`src/rtl/riscv_core_cache_mem_arbiter.sv`:
```
// Arbitrates icache refills and dcache refills/writebacks onto one AXI memory port.
// Define RISCV_CORE_ARB_ROUND_ROBIN_EN for alternating priority; otherwise dcache wins ties.
module riscv_core_cache_mem_arbiter #(
    parameter int ADDR_WIDTH     = 64,
    parameter int AXI_DATA_WIDTH = 256
) (
    input  logic                      i_clk,
    input  logic                      i_rst_n,
    input  logic                      i_icache_req,
    input  logic [ADDR_WIDTH-1:0]     i_icache_addr,
    output logic                      o_icache_done,
    output logic [AXI_DATA_WIDTH-1:0] o_icache_block,
    input  logic                      i_dcache_req,
    input  logic                      i_dcache_wr,
    input  logic [ADDR_WIDTH-1:0]     i_dcache_addr,
    input  logic [AXI_DATA_WIDTH-1:0] i_dcache_wb_block,
    output logic                      o_dcache_done,
    output logic [AXI_DATA_WIDTH-1:0] o_dcache_block,
    output logic                      o_mem_req,
    output logic                      o_mem_wr,
    output logic [ADDR_WIDTH-1:0]     o_mem_addr,
    output logic [AXI_DATA_WIDTH-1:0] o_mem_wr_block,
    input  logic                      i_mem_done,
    input  logic [AXI_DATA_WIDTH-1:0] i_mem_block
);

    typedef enum logic [1:0] {IDLE, GRANT_I, GRANT_D, RELEASE} state_e;
    typedef enum logic {ICACHE, DCACHE} grant_e;

    state_e                    state_q, state_d;
    grant_e                    last_grant_q, last_grant_d;
    logic                      mem_req_q, mem_req_d;
    logic                      mem_wr_q, mem_wr_d;
    logic [ADDR_WIDTH-1:0]     mem_addr_q, mem_addr_d;
    logic [AXI_DATA_WIDTH-1:0] mem_wr_block_q, mem_wr_block_d;
    logic                      pick_d;

    always_comb begin
        pick_d = i_dcache_req;
        if (i_icache_req && i_dcache_req) begin
`ifdef RISCV_CORE_ARB_ROUND_ROBIN_EN
            pick_d = (last_grant_q == ICACHE);
`else
            pick_d = 1'b1;
`endif
        end
    end

    // Request signals are only looked at in IDLE, so the latched command is frozen for the grant.
    always_comb begin
        state_d        = state_q;
        last_grant_d   = last_grant_q;
        mem_req_d      = mem_req_q;
        mem_wr_d       = mem_wr_q;
        mem_addr_d     = mem_addr_q;
        mem_wr_block_d = mem_wr_block_q;
        case (state_q)
            IDLE: begin
                if (i_icache_req || i_dcache_req) begin
                    mem_req_d = 1'b1;
                    if (pick_d) begin
                        state_d        = GRANT_D;
                        last_grant_d   = DCACHE;
                        mem_wr_d       = i_dcache_wr;
                        mem_addr_d     = i_dcache_addr;
                        mem_wr_block_d = i_dcache_wb_block;
                    end else begin
                        state_d        = GRANT_I;
                        last_grant_d   = ICACHE;
                        mem_wr_d       = 1'b0;
                        mem_addr_d     = i_icache_addr;
                        mem_wr_block_d = '0;
                    end
                end
            end
            GRANT_I, GRANT_D: begin
                if (i_mem_done) begin
                    state_d   = RELEASE;
                    mem_req_d = 1'b0;
                end
            end
            RELEASE: state_d = IDLE;
            default: begin
                state_d   = IDLE;
                mem_req_d = 1'b0;
            end
        endcase
    end

    always_ff @(posedge i_clk) begin
        if (!i_rst_n) begin
            state_q        <= IDLE;
            last_grant_q   <= ICACHE;
            mem_req_q      <= 1'b0;
            mem_wr_q       <= 1'b0;
            mem_addr_q     <= '0;
            mem_wr_block_q <= '0;
        end else begin
            state_q        <= state_d;
            last_grant_q   <= last_grant_d;
            mem_req_q      <= mem_req_d;
            mem_wr_q       <= mem_wr_d;
            mem_addr_q     <= mem_addr_d;
            mem_wr_block_q <= mem_wr_block_d;
        end
    end

    // Done pulses follow i_mem_done combinationally; held low while reset is asserted.
    always_comb begin
        o_icache_done  = i_rst_n && (state_q == GRANT_I) && i_mem_done;
        o_dcache_done  = i_rst_n && (state_q == GRANT_D) && i_mem_done;
        o_icache_block = o_icache_done ? i_mem_block : '0;
        o_dcache_block = o_dcache_done ? i_mem_block : '0;
    end

    assign o_mem_req      = mem_req_q;
    assign o_mem_wr       = mem_wr_q;
    assign o_mem_addr     = mem_addr_q;
    assign o_mem_wr_block = mem_wr_block_q;

endmodule
```
`config.mk`:
```
export PLATFORM = sky130hd
export DESIGN_NAME = riscv_core_cache_mem_arbiter
export DESIGN_NICKNAME = d
export VERILOG_FILES = /design/src/rtl/riscv_core_cache_mem_arbiter.sv
export SDC_FILE = /design/constraint.sdc
export NUM_CORES = 1
export LEC_CHECK = 0
export BUFFER_PORTS_ARGS = -buffer_cell sky130_fd_sc_hd__clkbuf_2
export CORE_AREA = 2 2 584 586
export CTS_CLUSTER_DIAMETER = 30
export DETAILED_ROUTE_END_ITERATION = 16
export DIE_AREA = 0 0 586 588
export PLACE_DENSITY = 0.3
export REMOVE_ABC_BUFFERS = 1
export SYNTH_ARGS = -nofsm -noshare
export SYNTH_HDL_FRONTEND = slang
export SYNTH_SLANG_ARGS = --single-unit
```
`constraint.sdc`:
```
create_clock -name i_clk -period 2.1 [get_ports i_clk]
set_input_delay 0.21 -clock i_clk [delete_from_list [all_inputs] [get_ports i_clk]]
set_output_delay 0.21 -clock i_clk [all_outputs]
set_load 0.02 [all_outputs]
```
# [After elaboration in Yosys (flattened, before gate mapping)]
# Cells that the tools add are included.
# W data, S select, Z words.
[totals] input_bits=646 reg_bits=324 out_inout_bits=836 word_cells=35
[op_classes] n_eq_ne=5 n_reduce_logical=12 muxes=13
[ops] operator="$mux W256" count=3
[ops] operator="$mux W64" count=1
[ops] operator="$mux W2" count=3
[ops] operator="$pmux W2 S3" count=1
[ops] operator="$logic_and A1 B1 Y1" count=5
[ops] operator="$eq A2 B2 Y1 const B" count=2
[ops] operator="$mux W1" count=4
[ops] operator="$ne A2 B2 Y1 const B" count=2
[ops] operator="$reduce_and A2 Y1" count=2
[ops] operator="$reduce_and A3 Y1" count=1
[ops] operator="$eq A2 B1 Y1 const B" count=1
[ops] operator="$logic_not A2 Y1" count=1
[ops] operator="$pmux W1 S2" count=1
[ops] operator="$reduce_bool A2 Y1" count=1
[ops] operator="$reduce_or A2 Y1" count=1
[ops] operator="$logic_or A1 B1 Y1" count=1

# [Logic depth before layout (Yosys ltp)]
[depth] word_depth=5 mapped_depth=8 mapped_depth_nobuf=5

# [Least setup slack after synthesis]
# No wires, ideal clock.
[synth_timing] path_type="reg2out" from="reg state_q[0]" to="out o_dcache_block[246]" arrival_ps=1396 path_slack_ps=494 n_path_buf=2 required_time_ps=1890 path_stages_with_launch=7 cell_sequence="dfxtp_1 inv_1 ha_1 and3_1 clkbuf_2 clkbuf_1 and2_1"
[synth_between] elab_chain_cells=4
[synth_rtl] element="from (decl)" line="30" source="state_e state_q, state_d;"
[synth_rtl] element="from (signal assigned)" line="99" source="state_q <= state_d;"
[synth_rtl] element="$eq A2 B2 Y1" line="111" source="o_dcache_done = i_rst_n && (state_q == GRANT_D) && i_mem_done;"
[synth_rtl] element="$logic_and A1 B1 Y1 (2 in series)" line="111"
[synth_rtl] element="via o_dcache_done" line="17" source="output logic o_dcache_done,"
[synth_rtl] element="$mux W256" line="113" source="o_dcache_block = o_dcache_done ? i_mem_block : '0;"
[synth_rtl] element="to (decl)" line="18" source="output logic [AXI_DATA_WIDTH-1:0] o_dcache_block,"
# The timed path passes the listed nets, and every way through them passes these cells.

# [Final worst setup path]
[layout_timing] from="reg state_q[0]" to="out o_dcache_block[120]"
[layout_between] elab_chain_cells=4
[layout_rtl] element="$eq A2 B2 Y1" line="111"
[layout_rtl] element="$logic_and A1 B1 Y1 (2 in series)" line="111"
[layout_rtl] element="$mux W256" line="113"
# Every way passes these cells.

==> impl_metrics.py <==
metrics = {
    "run_status": {
        "status": "complete, but fails checks",
        "violations": "negative setup slack",
    },
    "placed_design": {
        "dp_cells": 7682,
        "io_buffers": 1481,
        "dp_hpwl_mm": 285,
        "finalWeightedCongestion": 0.941,
    },
    "floorplanning": {
        "die_h_um": 588,
        "die-area_mm2": 0.345,
        "core_area_mm2": 0.338,
        "start_util": 0.0466,
        "ios": 1482,
        "fp.dieW_um": 586,
        "row_count": 214,
    },
    "route": {
        "vias": 22595,
        "wirelength_mm": 315,
        "firstDrtPassIters": 5,
        "wl_per_cell_um": 37.9,
        "drt_iter0_markers": 1149,
        "drc": 0,
        "routed_via_density": 2.72,
        "ant_nets": 0,
    },
    "clock_network": {
        "root_buffer": "clkbuf_16",
        "clk_latency_ns": 0.75,
        "cts.path.max_buffers": 3,
        "ctsHtreeMaxLevel": 3,
        "clock_sinks": 324,
        "clkSlewWorstSetupHoldPaths_ns": 0.04,
        "cts_tree": "yes",
        "cts_made_buffers": 107,
    },
    "run": {
        "maxCapViolCount": 0,
    },
    "global_route": {
        "grt_overflow": 0,
        "grtUsageTotal": 0.175,
        "antenna_found_initial": 194,
        "grt_pass1_wl_mm": 361,
        "grt_pass1_vias": 22571,
        "grt_max_degree": 93,
    },
    "cells_and_area": {
        "finalCoreUtilization": 0.124,
        "fin_nets": 4290,
        "fillers": 39039,
        "drive_above_1_share": 0.525,
        "synthToLayoutAreaGrowth_pct": 166,
        "fin_cells": 8305,
    },
    "synth": {
        "synth-seq-cells": 324,
        "synthCells": 1739,
        "synth_cell_types": 23,
        "synth_area_leader_cell": "dfxtp_1",
        "synth_area_mm2": 0.0158,
        "netlist.area_leader.share": 0.411,
        "syn_area_per_cell_um2": 9.07,
        "yosysWarnings": 0,
        "ys_seq_area_frac": 0.411,
        "synth.area.top_cells": "dfxtp_1 (41%), and2_1 (20%), a22oi_1 (12%)",
    },
    "pwr": {
        "internal-power_uw": 24800,
        "power_frac_clock": 0.374,
        "switching_share": 0.429,
        "leakagePower_uw": 0.0184,
        "seqPwrFrac": 0.191,
        "p_switching_uw": 18600,
        "power_density_mw_per_mm2": 1030,
        "combPwrFrac": 0.435,
        "peakVddDrop_mv": 0.642,
    },
    "timing": {
        "timing.hold.ws_ns": 0.0497,
        "fmax_ghz": 0.396,
        "layout_setup_ws_ns": -0.425,
        "relSlewSlack": 0.488,
        "finalHoldViolations": 0,
        "fin_crit_ns": 2.53,
        "fin_skew_ns": 0.0624,
        "rsz0062_at_grt": "true",
        "worstMarginPinSlew_ns": 0.768,
        "post-route-period-util": 1.20,
        "final_max_slew_viol_count": 0,
        "setup_violations": 514,
    },
    "critical_path": {
        "crit_type": "flop to output port",
        "cp_top_family": "buffers and inverters",
        "path_cells": "inv_2, ha_1, and3_4, buf_8, bufbuf_16, and2_1, buf_12",
        "worstSetupStartpointType": "flop",
        "worst_path_max_delay_cell": "dfxtp_4",
        "required_ns": 1.89,
        "cp.arrival_ns": 2.32,
        "slowest_delay_ns": 0.35,
        "end_kind": "output port",
        "critPathMaxFanout": 13,
        "path_buf_inv": 4,
    },
    "min_path": {
        "min_path_type": "input port to flop",
    },
}
Yosys cell counts:
cell type and n:
nand2_1 66, nand4b_1 1, o21ai_4 1, a22oi_1 257
mux2i_1 65, nand2b_1 1, o211a_1 66, o21a_1 1
dfxtp_1 324, or3b_1 1, inv_1 2, o211ai_1 1
nand3_1 1, buf_1 3, ha_1 4, buf_2 52
nor2_1 1, and3_1 2, nor2b_1 259, buf_4 31
clkbuf_1 84, and2_1 513, clkbuf_2 3
path summary, 6_finish.rpt:
path         slack (ns)                         endpoint  cells after the start                         from
min                0.05           o_mem_req$_SDFFE_PN0P_                      4                   i_mem_done
max reg2reg        0.16  o_mem_wr_block[95]$_SDFFE_PN0P_                      8      state_q[0]$_SDFFE_PN0P_
max               -0.43              o_dcache_block[120]                      7      state_q[0]$_SDFFE_PN0P_
min reg2reg        0.49      o_mem_addr[62]$_SDFFE_PN0P_                      1  o_mem_addr[62]$_SDFFE_PN0P_
sequential cells by signal, indices dropped and copies added (netlist names):
register and flops:
o_mem_addr 64, o_mem_req 1, o_mem_wr 1, o_mem_wr_block 256, state_q 2
stage by stage:
stage / total power, uW / cell area [um2] / TNS (ns) / setup slack [ns]
2_1_floorplan: 13700 / 14900 / -1965.24 / -3.36
3_3_place_gp: 26500 / 33100 / 0 / 0.0200
3_5_place_dp: 26500 / 33100 / 0 / 0.0796
4_1_cts: 44300 / 41200 / -242.84 / -0.595
5_1_grt: 45700 / 41900 / -236.74 / -0.538
6_report: 43400 / 41900 / -175.45 / -0.425
power groups by stage:
stage / clock [uW] / sequential, uW / combinational, uW
finish: 16200 / 8290 / 18900
detailed placement: 0 / 8390 / 18100
global route: 17000 / 8450 / 20200
CTS: 16700 / 8300 / 19300
global placement: 0 / 8360 / 18100
floorplan: 0 / 9300 / 4450
worst register-to-register path, stage by stage (launching register included):
cell and delay (ns):
dfxtp_4 0.35, inv_2 0.07, buf_4 0.11, ha_1 0.30, and2_4 0.27, buf_12 0.26, buf_12 0.31, a22oi_1 0.09
nor2b_1 0.11
per-layer routing:
layer / up-vias / GRT usage / part of all wire
li1: 9818 / - / -
met1: 10930 / 0.211 / 0.40
met2: 1487 / 0.258 / 0.42
met3: 336 / 0.106 / 0.15
met4: 24 / 0.0455 / 0.030
met5: - / 0 / 0.00053
final cells by class:
cell class | instances | area [um2] | share of cell area
Antenna cell | 41 | 103 | 0.00245
Clock buffer | 155 | 3170 | 0.0755
Clock inverter | 42 | 546 | 0.0130
Inverter | 2 | 7.51 | 0.000179
Multi-Input combinational cell | 1240 | 8840 | 0.211
Sequential cell | 324 | 6490 | 0.155
Tap cell | 4536 | 5680 | 0.135
Timing Repair Buffer | 1965 | 17100 | 0.408
placed cells by master (no fill, tap or decap), types with 65 or more instances in the layout:
cell type / netlist / final
and2_1: 513 / 362
a22oi_1: 257 / 257
clkbuf_16: 0 / 120
nand2_1: 66 / 66
buf_12: 0 / 292
nor2b_1: 259 / 259
and2_4: 0 / 151
buf_4: 31 / 68
mux2i_1: 65 / 65
dlygate4sd3_1: 0 / 347
clkbuf_2: 3 / 1172
dfxtp_1: 324 / 322
o211a_1: 66 / 66
cell families after synthesis:
kind of cell    Yosys count  synth area share
compound gates          326             0.166
fa+ha+maj                 4           0.00317
mux                      65            0.0412
simple gates            845             0.325
flops                   324             0.411
buf+inv                 175            0.0534
repair_timing:
action                                 CTS  global route
gates resized for setup                166           149
pin swaps                               11             3
setup endpoints to repair              514           514
cloned                                   8            16
endpoints found under the hold margin  303             0
hold buffers                           347             0
buffers inserted                        14             3
Power figures use the tool's default switching activity.
